--- src/rtl/instr_fetch_queue.sv ---
// Instruction fetch queue: pipelined IMem reads feeding an in-order prefetch queue for IF/ID.
// Optional FETCH_STATS_EN adds stall-cycle and dropped-response counters.
module instr_fetch_queue #(
    parameter logic [31:0] RESET_PC = 32'hBFC00000,
    parameter int unsigned QDEPTH   = 4,
    parameter int unsigned MAX_OUT  = 2
) (
    input  logic        CLK,
    input  logic        RESET,
    input  logic        STALL,
    input  logic        Redirect_Valid,
    input  logic [31:0] Redirect_PC,
    output logic        IMem_Req,
    output logic [31:0] IMem_Addr,
    input  logic        IMem_Gnt,
    input  logic        IMem_Resp_Valid,
    input  logic [31:0] IMem_Resp_Data,
    output logic        Instr_Valid_IF,
    output logic [31:0] Instr1_IF,
    output logic [31:0] Instr_PC_IF,
    output logic [31:0] Instr_PC_Plus4_IF
`ifdef FETCH_STATS_EN
    ,
    output logic [31:0] Stat_Stall_Cycles,
    output logic [31:0] Stat_Dropped
`endif
);

    localparam int unsigned PW = $clog2(QDEPTH);
    localparam int unsigned CW = $clog2(QDEPTH + 1);

    typedef enum logic {StRun, StSquash} state_e;

    state_e          state_q, state_d;
    logic [31:0]     fetch_pc_q, fetch_pc_d;
    logic [31:0]     resp_pc_q, resp_pc_d;
    logic [PW-1:0]   wptr_q, wptr_d;
    logic [PW-1:0]   rptr_q, rptr_d;
    logic [CW-1:0]   count_q, count_d;
    logic [CW-1:0]   outstanding_q, outstanding_d;
    logic [CW-1:0]   drop_q, drop_d;

    logic [31:0]     q_data_q [QDEPTH];
    logic [31:0]     q_pc_q   [QDEPTH];

    logic accept, resp_ok, squash, push, pop;

    // Space for every outstanding read is already reserved in the queue.
    assign IMem_Req = !RESET && !Redirect_Valid
                      && (32'(outstanding_q) < MAX_OUT)
                      && ((32'(count_q) + 32'(outstanding_q)) < QDEPTH);
    assign IMem_Addr = fetch_pc_q;

    assign accept  = IMem_Req && IMem_Gnt;
    // A response with nothing outstanding is stale (memory not yet reset); ignore it.
    assign resp_ok = IMem_Resp_Valid && (outstanding_q != '0);
    assign squash  = resp_ok && (Redirect_Valid || (state_q == StSquash));
    assign push    = resp_ok && !squash;

    assign Instr_Valid_IF    = (count_q != '0);
    assign pop               = Instr_Valid_IF && !STALL && !Redirect_Valid;
    assign Instr1_IF         = Instr_Valid_IF ? q_data_q[rptr_q] : 32'h0;
    assign Instr_PC_IF       = Instr_Valid_IF ? q_pc_q[rptr_q] : 32'h0;
    assign Instr_PC_Plus4_IF = Instr_Valid_IF ? q_pc_q[rptr_q] + 32'd4 : 32'h0;

    always_comb begin
        outstanding_d = outstanding_q;
        if (accept) outstanding_d = outstanding_d + CW'(1);
        if (resp_ok) outstanding_d = outstanding_d - CW'(1);

        fetch_pc_d = fetch_pc_q;
        resp_pc_d  = resp_pc_q;
        wptr_d     = wptr_q;
        rptr_d     = rptr_q;
        count_d    = count_q;
        drop_d     = drop_q;

        if (Redirect_Valid) begin
            fetch_pc_d = Redirect_PC;
            resp_pc_d  = Redirect_PC;
            wptr_d     = '0;
            rptr_d     = '0;
            count_d    = '0;
            drop_d     = outstanding_d;
        end else begin
            if (accept) fetch_pc_d = fetch_pc_q + 32'd4;
            if (squash) drop_d = drop_q - CW'(1);
            if (push) begin
                resp_pc_d = resp_pc_q + 32'd4;
                wptr_d    = wptr_q + PW'(1);
            end
            if (pop) rptr_d = rptr_q + PW'(1);
            if (push && !pop) count_d = count_q + CW'(1);
            else if (!push && pop) count_d = count_q - CW'(1);
        end

        state_d = (drop_d != '0) ? StSquash : StRun;
    end

    always_ff @(posedge CLK or posedge RESET) begin
        if (RESET) begin
            state_q       <= StRun;
            fetch_pc_q    <= RESET_PC;
            resp_pc_q     <= RESET_PC;
            wptr_q        <= '0;
            rptr_q        <= '0;
            count_q       <= '0;
            outstanding_q <= '0;
            drop_q        <= '0;
        end else begin
            state_q       <= state_d;
            fetch_pc_q    <= fetch_pc_d;
            resp_pc_q     <= resp_pc_d;
            wptr_q        <= wptr_d;
            rptr_q        <= rptr_d;
            count_q       <= count_d;
            outstanding_q <= outstanding_d;
            drop_q        <= drop_d;
        end
    end

    // Entry storage needs no reset; validity comes from count_q.
    always_ff @(posedge CLK) begin
        if (push) begin
            q_data_q[wptr_q] <= IMem_Resp_Data;
            q_pc_q[wptr_q]   <= resp_pc_q;
        end
    end

`ifdef FETCH_STATS_EN
    logic [31:0] stall_cnt_q, stall_cnt_d;
    logic [31:0] drop_cnt_q, drop_cnt_d;

    always_comb begin
        stall_cnt_d = stall_cnt_q;
        drop_cnt_d  = drop_cnt_q;
        if (Instr_Valid_IF && STALL && (stall_cnt_q != '1)) stall_cnt_d = stall_cnt_q + 32'd1;
        if (squash && (drop_cnt_q != '1)) drop_cnt_d = drop_cnt_q + 32'd1;
    end

    always_ff @(posedge CLK or posedge RESET) begin
        if (RESET) begin
            stall_cnt_q <= '0;
            drop_cnt_q  <= '0;
        end else begin
            stall_cnt_q <= stall_cnt_d;
            drop_cnt_q  <= drop_cnt_d;
        end
    end

    assign Stat_Stall_Cycles = stall_cnt_q;
    assign Stat_Dropped      = drop_cnt_q;
`endif

endmodule

--- config.mk ---
export PLATFORM = sky130hd
export DESIGN_NAME = instr_fetch_queue
export DESIGN_NICKNAME = d
export VERILOG_FILES = /design/src/rtl/instr_fetch_queue.sv
export SDC_FILE = /design/constraint.sdc
export NUM_CORES = 1
export LEC_CHECK = 0
export ABC_AREA = 1
export CORE_MARGIN = 4
export CORE_UTILIZATION = 61
export DETAILED_ROUTE_END_ITERATION = 8
export GPL_TIMING_DRIVEN = 0
export MAX_ROUTING_LAYER = met4
export PLACE_DENSITY = 0.86
export SYNTH_ARGS = -nofsm -noshare
export SYNTH_HDL_FRONTEND = slang
export SYNTH_SLANG_ARGS = --single-unit
--- constraint.sdc ---
create_clock -name CLK -period 10.2 [get_ports CLK]
set_input_delay 1.53 -clock CLK [delete_from_list [all_inputs] [get_ports CLK]]
set_output_delay 1.53 -clock CLK [all_outputs]
set_load 0.01 [all_outputs]
# == Word level (Yosys, flattened, before mapping) ==
# Memory sizes are Yosys's and may differ from the RTL's.
# Index checks and enable logic that the tools add are counted.
# totals
mem_bits_rw,256
elab_cells,69
regBits,78
inputBits,70
mem_count,2
out_inout_bits,130
# mem_list
name,depth,width,read_ports,rd_ports_with_merged_regs,write_ports,line,text
q_data_q,4,32,1,0,1,43,logic [31:0] q_data_q [QDEPTH];
q_pc_q,4,32,1,0,1,44,logic [31:0] q_pc_q [QDEPTH];
# op_classes
magnitude_cmp,2
muxes,21
reduce_logical,25
n_addsub,11
# ops
op,count
32-bit 2-to-1 mux,7
"32-bit by 3-bit adder with 32-bit output, second input constant",3
3-bit 2-to-1 mux,7
3-bit nonzero test,4
1-bit logical AND,11
"3-bit by 1-bit subtractor with 3-bit output, second input constant",3
2-bit 2-to-1 mux,4
"3-bit by 1-bit adder with 3-bit output, second input constant",2
1-bit zero test,6
2-bit nonzero test,3
"2-bit by 1-bit adder with 2-bit output, second input constant",2
3-bit by 3-bit adder with 4-bit output,1
"4-bit by 3-bit < comparator with 1-bit output, second input constant",1
"3-bit by 2-bit < comparator with 1-bit output, second input constant",1
1-bit 2-to-1 mux,3
1-bit logical OR,1

# == Longest topological paths before layout ==
# Gate-level depths: netlist (run 1).
# depth
word_depth,11
depth_mapped,18
ltp_nobuf,18

# == Worst setup path before layout (run 1) ==
# Ideal clock, no wire load.
# synth_timing
kind,input to register
start,in IMem_Resp_Valid
end,"mem q_data_q[0][0], enable pin"
setup_time_ns,0.487
required_ns,9.713
t_arrival_ns,4.710
stages,5
slack_ns,5.004
path_buffers,1
cell_sequence,nand2_1 -> inv_1 -> nand2_1 -> clkbuf_1 -> nor2_1
# synth_via
elab_chain_cells,6
# synth_rtl
item,line,text
start: declaration,16,"input logic IMem_Resp_Valid,"
1-bit logical AND *,56,assign resp_ok = IMem_Resp_Valid && (outstanding_q != '0);
1-bit logical AND,57,assign squash = resp_ok && (Redirect_Valid || (state_q == StSquash));
1-bit zero test,58,assign push = resp_ok && !squash;
1-bit logical AND *,58,
1-bit 2-to-1 mux *,124,if (push) begin
1-bit 2-to-1 mux (implied by the code) *,125,q_data_q[wptr_q] <= IMem_Resp_Data;
end: declaration,43,
# Mark *: on every way between the ends. The rest lies on a longest branch, timed or not.

# == Worst setup path after layout (run 1) ==
# layout_timing
start,reg count_q[0]
end,out Instr_PC_Plus4_IF[1]
# layout_via
elab_chain_cells,2
# layout_rtl
item,line,text
start: declaration,39,"logic [CW-1:0] count_q, count_d;"
start signal: assignment,116,count_q <= count_d;
3-bit nonzero test,60,assign Instr_Valid_IF = (count_q != '0);
32-bit 2-to-1 mux,64,assign Instr_PC_Plus4_IF = Instr_Valid_IF ? q_pc_q[rptr_q] + 32'd4 : 32'h0;
end: declaration,21,output logic [31:0] Instr_PC_Plus4_IF
# No other way between the ends.

==> results.py, run 1 <==
metrics = {
    "sta": {
        "fin_crit_ns": 5.75,
        "hold_viol": 0,
        "worstMarginPinSlew_ns": 1.31,
        "finalSetupViolations": 0,
        "timing.hold.ws_ns": 0.484,
        "rsz0062_at_grt": "false",
        "slew_violations": 0,
        "fin_ws_ns": 4.45,
        "setup_tns_ns": 0,
        "fin_worst_skew_ns": 0.0255,
        "relSlewSlack": 0.120,
        "period_share": 0.564,
        "max_freq_mhz": 174,
    },
    "global_routing": {
        "grt_pass1_vias": 14500,
        "grt_pass1_wl_mm": 78.4,
        "grt_use_total": 0.336,
        "grt.overflow.total": 0,
        "grt_max_degree": 65,
        "antenna_found_initial": 0,
    },
    "synthesis": {
        "ys_types": 42,
        "synthCells": 1931,
        "ys_ff_latch": 334,
        "synth_top_cell_area_share": 0.458,
        "syn_nets": 2015,
        "yosysTopAreaCell": "edfxtp_1",
        "syn_area_um2": 16800,
        "synth_ff_type": "edfxtp_1",
        "syn_avg_cell_area_um2": 8.69,
        "synth_edf_count": 256,
        "async_flop_share": 0.234,
        "yosysMostFrequentCell": "nand2_1",
        "ys_seq_area_frac": 0.576,
        "synthTopCellsByArea": "edfxtp_1, nand2_1, dfrtp_1, nor2_1, nand3_1",
        "yosysWarningCount": 0,
        "yosys-top-cells-count": "nand2_1, nor2_1, edfxtp_1, inv_1, nand3_1",
    },
    "detailed_routing": {
        "drcViolationCount": 0,
        "avgRoutedWirePerCell_um": 20.1,
        "ant_nets": 0,
        "dr.pass1.iters": 6,
        "wirelength_mm": 51.1,
        "num_vias": 15100,
        "vias_per_cell": 5.96,
        "drt_iter0_drc": 1774,
    },
    "clocking": {
        "cts_tree": "done",
        "clockRootBuffer": "clkbuf_16",
        "cts_resized": 0,
        "cts_made_buffers": 34,
        "cts.sinks": 334,
        "ctsHoldBuffers": 0,
        "htree_levels": 2,
        "clkSlewWorstSetupHoldPaths_ns": 0.06,
        "clk_latency_ns": 0.52,
        "cts_setup_buffers": 0,
        "clockBufferDepth": 3,
    },
    "setup_path": {
        "startpoint": "count_q[0]",
        "worstSetupStartpointType": "register",
        "r2r-end": "state_q",
        "worst-r2r-setup-slack_ns": 7.00,
        "end_kind": "primary output",
        "arrival_ns": 4.22,
        "reg2regPathDepth": 15,
        "crit_type": "register to primary output",
        "critical_path_required_ns": 8.67,
        "reg2reg_from": "count_q[2]",
        "crit_fanout": 10,
    },
    "floorplanning": {
        "dieWidth_um": 174,
        "die_h_um": 174,
        "rows": 60,
        "core_um2": 27000,
        "io_pins": 200,
        "initial_utilization": 0.621,
        "die_area_um2": 30200,
    },
    "finish": {
        "syn2layout_area_growth_pct": 22.6,
        "drive_gt1_frac": 0.0628,
        "layout.nets": 2259,
        "antenna_cells": 0,
        "final_util": 0.761,
    },
    "power": {
        "p_leak_nw": 8.24,
        "vdd_drop_max_mv": 0.170,
        "pwr_density_cell_nw_per_um2": 229,
        "fin_total_pwr_mw": 4.70,
    },
    "run_status": {
        "status": "finished clean",
    },
    "worst_hold_path": {
        "hold_depth": 2,
        "min_path_type": "register to register",
        "min_to": "IMem_Addr[1]",
        "hp-start": "IMem_Addr[1]",
    },
    "place": {
        "dp_slack_ns": 5.13,
        "hpwl_mm": 36.1,
        "place_congestion": 1.00,
        "io_buffer_count": 199,
    },
    "run": {
        "maxCapViolCount": 0,
    },
}
## flip-flops by register name, summed over array words and instances (netlist names)
register / flops
q_data_q: 128
count_q: 3
wptr_q: 2
resp_pc_q: 32
drop_q: 3
outstanding_q: 3
rptr_q: 2
state_q: 1
IMem_Addr: 32
q_pc_q: 128
## kinds of logic (layout without fill, tap and decap cells)
group,after synthesis,in the layout,share of synthesized area
simple gates,1093,1093,0.265
flops,334,334,0.576
buf+inv,235,503,0.0591
compound gates,229,229,0.0750
xor+xnor,26,26,0.0136
fa+ha+maj,14,14,0.0109
## metal layers
metal,global-route usage,part of all wire,up-vias
met4,0.105,0.031,0
li1,-,-,6912
met5,-,0,-
met2,0.555,0.49,930
met1,0.431,0.38,7150
met3,0.0552,0.098,141
## worst max-delay path: stages (launching register included)
cell and delay, ns:
dfrtp_1 0.42, nor3_1 1.06, clkbuf_1 0.58, clkbuf_1 0.75
a21oi_1 0.22, buf_4 0.20, clkdlybuf4s50_1 0.47
## final cells by class
class	count	area (um2)
plain buffers	81	414
flip-flops and latches	334	9660
repair buffers	208	2190
inverters	154	581
well taps	341	427
fillers	1853	6460
clock buffers	43	906
clock inverters	17	234
multi-input cells	1362	6150
## placed cells by master (no fill, tap or decap), drive strengths merged
cell,count
bufinv,5
and2,5
nor3b,1
xnor2,5
inv,153
a31oi,13
o311ai,4
o31ai,1
nor4,3
nand2,557
buf,54
o22ai,1
nor2,326
clkinvlp,1
nor3,39
nand3b,4
o21bai,3
a32oi,1
or2,1
fa,1
nand3,132
o41ai,1
dfrtp,60
nand4,24
clkbuf,79
and3,1
dfstp,18
a22oi,3
xor2,21
o21ai,117
o211ai,17
ha,13
clkinv,12
o221ai,2
edfxtp,256
clkdlybuf4s50,199
a21oi,66
## power breakdown
group	switching, mW	leakage [nW]	internal [mW]
registers	0.102	3.22	1.58
logic	1.03	4.47	0.704
clock network	0.524	0.551	0.761
total	1.65	8.24	3.05
## metrics by stage
| stage | cell area [um2] | instances |
|---|---|---|
| finish | 20600 | 2540 |
| global route | 20600 | 2540 |
| CTS | 20600 | 2540 |
| detailed placement | 19400 | 2480 |
| global placement | 19200 | 2471 |
| floorplan | 16800 | 1931 |
## how the worst max path moves through the flow
stage,cells after the start,endpoint
6_report,6,Instr_PC_Plus4_IF[1]
5_1_grt,6,Instr_PC_Plus4_IF[1]
2_1_floorplan,5,q_data_q[0][0]
4_1_cts,6,Instr_PC_Plus4_IF[1]
3_3_place_gp,5,q_data_q[0][26]
3_5_place_dp,6,Instr_PC_Plus4_IF[1]
Power figures use the tool's default switching activity.
==> run 2, diff against run 1 <==
Settings changed: CORE_UTILIZATION 61 to 51, PLACE_DENSITY 0.86 to 0.77.
Clock period 10.2 ns to 5.08 ns, I/O delays scaled along.
==> run 2 against run 1 <==
Clock skew up 0.0039 ns. Die area increased by 19%. Clock power is 98% higher. First-iteration DRC count is 20% lower. Core utilization decreased by 12 points. Flip-flop and latch count unchanged. Clock-buffer cell count grew 3. Setup slack worse by 4.1 ns. Non-clock buffer count stayed put.
==> results.py, run 2 (synthesis results as in run 1) <==
metrics = {
    "run_status": {
        "status": "finished clean",
    },
    "power": {
        "p_seq_frac": 0.360,
        "swShare": 0.353,
        "pwr_density_cell_nw_per_um2": 454,
        "fin_total_pwr_mw": 9.39,
        "power.net_switching_mw": 3.32,
        "vdd_drop_max_mv": 0.243,
        "p_leak_nw": 8.25,
        "comb_power_share": 0.368,
        "pwr-share-clk": 0.271,
        "p_int_mw": 6.07,
    },
    "detailed_routing": {
        "drcViolationCount": 0,
        "drt_iter0_drc": 1415,
        "ant_nets": 0,
        "wirelength_mm": 51.2,
        "num_vias": 14600,
        "avgRoutedWirePerCell_um": 19.4,
        "dr.pass1.iters": 5,
        "vias_per_cell": 5.53,
    },
    "floorplanning": {
        "io_pins": 200,
        "rows": 66,
        "dieWidth_um": 189,
        "core_um2": 32500,
        "initial_utilization": 0.517,
        "die_h_um": 189,
        "die_area_um2": 35900,
    },
    "global_routing": {
        "busiest_layer": "met2",
        "grt_max_degree": 70,
        "grt_use_met2": 0.464,
        "antenna_found_initial": 1,
        "grtUsageMet3": 0.0415,
        "grt_pass1_wl_mm": 77.9,
        "grt.overflow.total": 0,
        "use_met1": 0.371,
        "grt_use_total": 0.284,
        "grt_pass1_vias": 14200,
    },
    "worst_hold_path": {
        "min_path_type": "input port to async pin",
    },
    "finish": {
        "syn2layout_area_growth_pct": 23.4,
        "layout.nets": 2261,
        "top_regs": "q_data_q: 128 flops, q_pc_q: 128 flops",
        "drive_gt1_frac": 0.0650,
        "layout_common_cells": "nand2_1, nor2_1, edfxtp_1, clkdlybuf4s50_1, inv_1",
        "layout_commonest_cell": "nand2_1",
    },
    "sta": {
        "fin_worst_skew_ns": 0.0294,
        "worstMarginPinSlew_ns": 0.921,
        "period_share": 0.923,
        "setup_tns_ns": 0,
        "relSlewSlack": 0.380,
        "rsz0062_at_grt": "false",
        "finalSetupViolations": 0,
        "max_freq_mhz": 213,
        "fin_crit_ns": 4.69,
        "slew_violations": 0,
        "hold_viol": 0,
    },
    "setup_path": {
        "startpoint": "rptr_q[0]",
        "critical_path_required_ns": 4.32,
        "end_kind": "primary output",
        "cpPeakStageDelay_ns": 0.61,
        "slowest_stage": "clkdlybuf4s50_1",
        "worst-r2r-setup-slack_ns": 1.79,
        "worstSetupEndpoint": "Instr_PC_Plus4_IF[14]",
        "crit_type": "register to primary output",
        "r2r-end": "state_q",
        "worstSetupStartpointType": "register",
        "arrival_ns": 3.93,
        "crit_fanout": 10,
        "reg2reg_from": "count_q[2]",
        "reg2regPathDepth": 15,
        "path_cells": "buf_2 -> a21oi_1 -> o21ai_0 -> nand2_1 -> inv_2 -> ha_1 -> inv_1 -> nor2_1 -> nand2_1 -> inv_1 -> nand2_1 -> nor2_1 -> nor2_1 -> nor3_1 -> clkdlybuf4s50_1",
    },
    "clocking": {
        "clockRootBuffer": "clkbuf_16",
        "cts.sinks": 334,
        "clk_latency_ns": 0.53,
        "cts_made_buffers": 36,
        "htree_levels": 2,
        "clkSlewWorstSetupHoldPaths_ns": 0.06,
        "clockBufferDepth": 3,
        "cts_setup_buffers": 0,
        "cts_tree": "done",
        "ctsHoldBuffers": 0,
    },
    "place": {
        "hpwl_mm": 36.8,
        "place_congestion": 0.932,
        "io_buffer_count": 199,
    },
    "run": {
        "maxCapViolCount": 0,
    },
}
run 2: cell type report:
class | instances | area, um2
clock buffer | 46 | 980
timing repair buffer | 208 | 2180
tap | 442 | 553
inverter | 154 | 581
clock inverter | 16 | 173
sequential | 334 | 9660
antenna | 1 | 2.50
fill | 2616 | 11800
multi-input combinational | 1362 | 6160
buffer | 81 | 414
run 2: power by group through the flow:
stage	clock network, mW	logic, mW	registers, mW
3_3_place_gp	0	3.35	3.43
2_1_floorplan	0	1.81	3.38
6_report	2.55	3.46	3.38
4_1_cts	2.57	3.46	3.37
3_5_place_dp	0	3.43	3.43
5_1_grt	2.69	3.78	3.41
run 2: critical path, delay by kind of cell, from the launching register on:
| kind | cells | cell delay [ns] |
|---|---|---|
| buffers and inverters | 5 | 1.30 |
| AND/OR/NAND/NOR | 7 | 1.17 |
| flip-flops | 1 | 0.50 |
| adder cells (fa/ha/maj) | 1 | 0.25 |
| AO/OA/AOI/OAI | 2 | 0.18 |
run 2: worst min path at each step:
stage,end,from,slack (ns)
3_3_place_gp,IMem_Addr[1],IMem_Addr[1],0.46
6_report,resp_pc_q[1],RESET,0.48
4_1_cts,resp_pc_q[1],RESET,0.48
2_1_floorplan,q_pc_q[0][0],resp_pc_q[0],0.48
3_5_place_dp,IMem_Addr[1],IMem_Addr[1],0.48
5_1_grt,resp_pc_q[1],RESET,0.48
run 2: timing repair:
action                                 4_1_cts  5_1_grt
endpoints found under the hold margin        0        0
setup endpoints to repair                    0        1
resized for setup                            0        1
run 2: metrics by stage:
step                 util  cells  worst slack (ns)  instance area, um2  hold slack (ns)
global route        0.638   2644             0.121               20700            0.479
global placement    0.595   2572             -2.37               19300            0.457
CTS                 0.638   2643            0.0826               20700            0.479
floorplan               -   1931             0.652               16800            0.476
finish              0.638   2644             0.391               20700            0.483
detailed placement  0.602   2581             0.652               19500            0.485
run 2: layer usage:
metal,vias up,wire (um)
li1,6929,-
met1,6802,21000
met2,783,24500
met3,96,4220
met4,0,1500
met5,-,0
==> run 3, diff against run 2 <==
Settings changed: CAP_MARGIN set to 20, TNS_END_PERCENT set to 1.
==> run 3 against run 2 <==
Final area is 0.12% higher. Final cell count about the same. Via count up 0.10%.
==> results.py, run 3 (synthesis results as in run 1) <==
metrics = {
    "setup_path": {
        "worstSetupStartpointType": "register",
        "critical_path_required_ns": 4.32,
        "crit_fanout": 10,
        "path_cells": "buf_6 -> buf_6 -> o21ai_0 -> nand2_1 -> inv_2 -> ha_1 -> inv_1 -> nor2_1 -> nand2_1 -> inv_1 -> nand2_1 -> nor2_1 -> nor2_1 -> nor3_1 -> clkdlybuf4s50_1",
        "crit_type": "register to primary output",
        "end_kind": "primary output",
        "cpPeakStageDelay_ns": 0.61,
        "arrival_ns": 3.87,
        "crit_buf_inv": 6,
        "slowest_stage": "clkdlybuf4s50_1",
        "critPathTopFamily": "buffers and inverters",
    },
    "detailed_routing": {
        "vias_per_cell": 5.53,
        "drt_iter0_drc": 1411,
        "num_vias": 14600,
        "wirelength_mm": 51.2,
        "ant_nets": 0,
        "dr.pass1.iters": 9,
        "avgRoutedWirePerCell_um": 19.4,
        "drcViolationCount": 0,
    },
    "place": {
        "io_buffer_count": 199,
        "dp_slack_ns": 0.842,
        "hpwl_mm": 36.8,
        "place_congestion": 0.932,
        "placed_cell_area_um2": 19500,
        "placed_cells": 2582,
    },
    "run_status": {
        "status": "finished clean",
    },
    "finish": {
        "top_regs": "q_data_q: 128 flops, q_pc_q: 128 flops",
        "layout_commonest_cell": "nand2_1",
        "layout_common_cells": "nand2_1, nor2_1, edfxtp_1, clkdlybuf4s50_1, inv_1",
        "antenna_cells": 0,
        "layout.nets": 2262,
        "stdcell_count": 2646,
        "stdcell_area_um2": 20700,
        "syn2layout_area_growth_pct": 23.5,
        "drive_gt1_frac": 0.0653,
    },
    "sta": {
        "worstMarginPinSlew_ns": 0.966,
        "setup_tns_ns": 0,
        "fin_crit_ns": 4.64,
        "fin_worst_skew_ns": 0.0304,
        "finalSetupViolations": 0,
        "max_freq_mhz": 216,
        "relSlewSlack": 0.356,
        "slew_violations": 0,
        "fin_ws_ns": 0.444,
        "hold_viol": 0,
        "period_share": 0.913,
        "timing.hold.ws_ns": 0.493,
        "rsz0062_at_grt": "false",
    },
    "global_routing": {
        "grt_use_total": 0.286,
        "grt_max_degree": 70,
        "antenna_found_initial": 0,
        "grt.overflow.total": 0,
        "grt_pass1_wl_mm": 78.7,
        "grt_pass1_vias": 14400,
    },
    "floorplanning": {
        "core_um2": 32500,
        "die_area_um2": 35900,
        "rows": 66,
        "io_pins": 200,
        "dieWidth_um": 189,
        "initial_utilization": 0.517,
        "die_h_um": 189,
    },
    "clocking": {
        "ctsHoldBuffers": 0,
        "cts.sinks": 334,
        "clkSlewWorstSetupHoldPaths_ns": 0.06,
        "clk_latency_ns": 0.52,
        "clockBufferDepth": 3,
        "cts_made_buffers": 36,
        "clockRootBuffer": "clkbuf_16",
        "htree_levels": 2,
        "cts_tree": "done",
        "cts_resized": 0,
        "cts_setup_buffers": 0,
    },
    "worst_hold_path": {
        "min_path_type": "register to register",
    },
    "run": {
        "maxCapViolCount": 0,
    },
    "power": {
        "vdd_drop_max_mv": 0.206,
        "p_leak_nw": 8.27,
        "pwr_density_cell_nw_per_um2": 456,
    },
}
## run 3: worst min-delay path: cells and delay by family (launching register included)
kind	cells	cell delay, ns
simple gates	2	0.11
flops	1	0.35
## run 3: layer usage
metal,vias up,track usage,share of wire,wire [um]
met2,783,0.472,0.48,24600
met4,0,0.0918,0.029,1500
met1,6801,0.373,0.41,20900
met5,-,-,0,0
li1,6939,-,-,-
met3,102,0.0352,0.082,4190
## run 3: worst paths after layout
path	from	end	slack [ns]	cells past startpoint
setup / recovery	rptr_q[0]	Instr_PC_Plus4_IF[14]	0.44	15
hold / removal	IMem_Addr[0]	IMem_Addr[0]	0.49	2
setup reg to reg	count_q[2]	state_q	1.80	15
hold reg to reg	IMem_Addr[0]	IMem_Addr[0]	0.49	2
max in group asynchronous	RESET	resp_pc_q[22]	3.96	3
min in group asynchronous	RESET	resp_pc_q[1]	0.50	2
## run 3: layout make-up
| cell class | instances | area, um2 |
|---|---|---|
| fillers | 2645 | 11700 |
| flip-flops and latches | 334 | 9660 |
| multi-input cells | 1362 | 6150 |
| repair buffers | 209 | 2190 |
| clock buffers | 44 | 961 |
| inverters | 154 | 581 |
| well taps | 442 | 553 |
| plain buffers | 81 | 414 |
| clock inverters | 20 | 216 |
## run 3: per-stage QoR
stage	util	total power, mW
floorplan	-	5.19
global placement	0.595	6.78
detailed placement	0.602	6.87
CTS	0.639	9.47
global route	0.639	9.95
finish	0.639	9.46
## run 3: report_power, final
group | switching [mW] | leakage [nW] | internal (mW)
Combinational | 2.06 | 4.47 | 1.42
Clock | 1.05 | 0.573 | 1.56
Sequential | 0.199 | 3.22 | 3.18
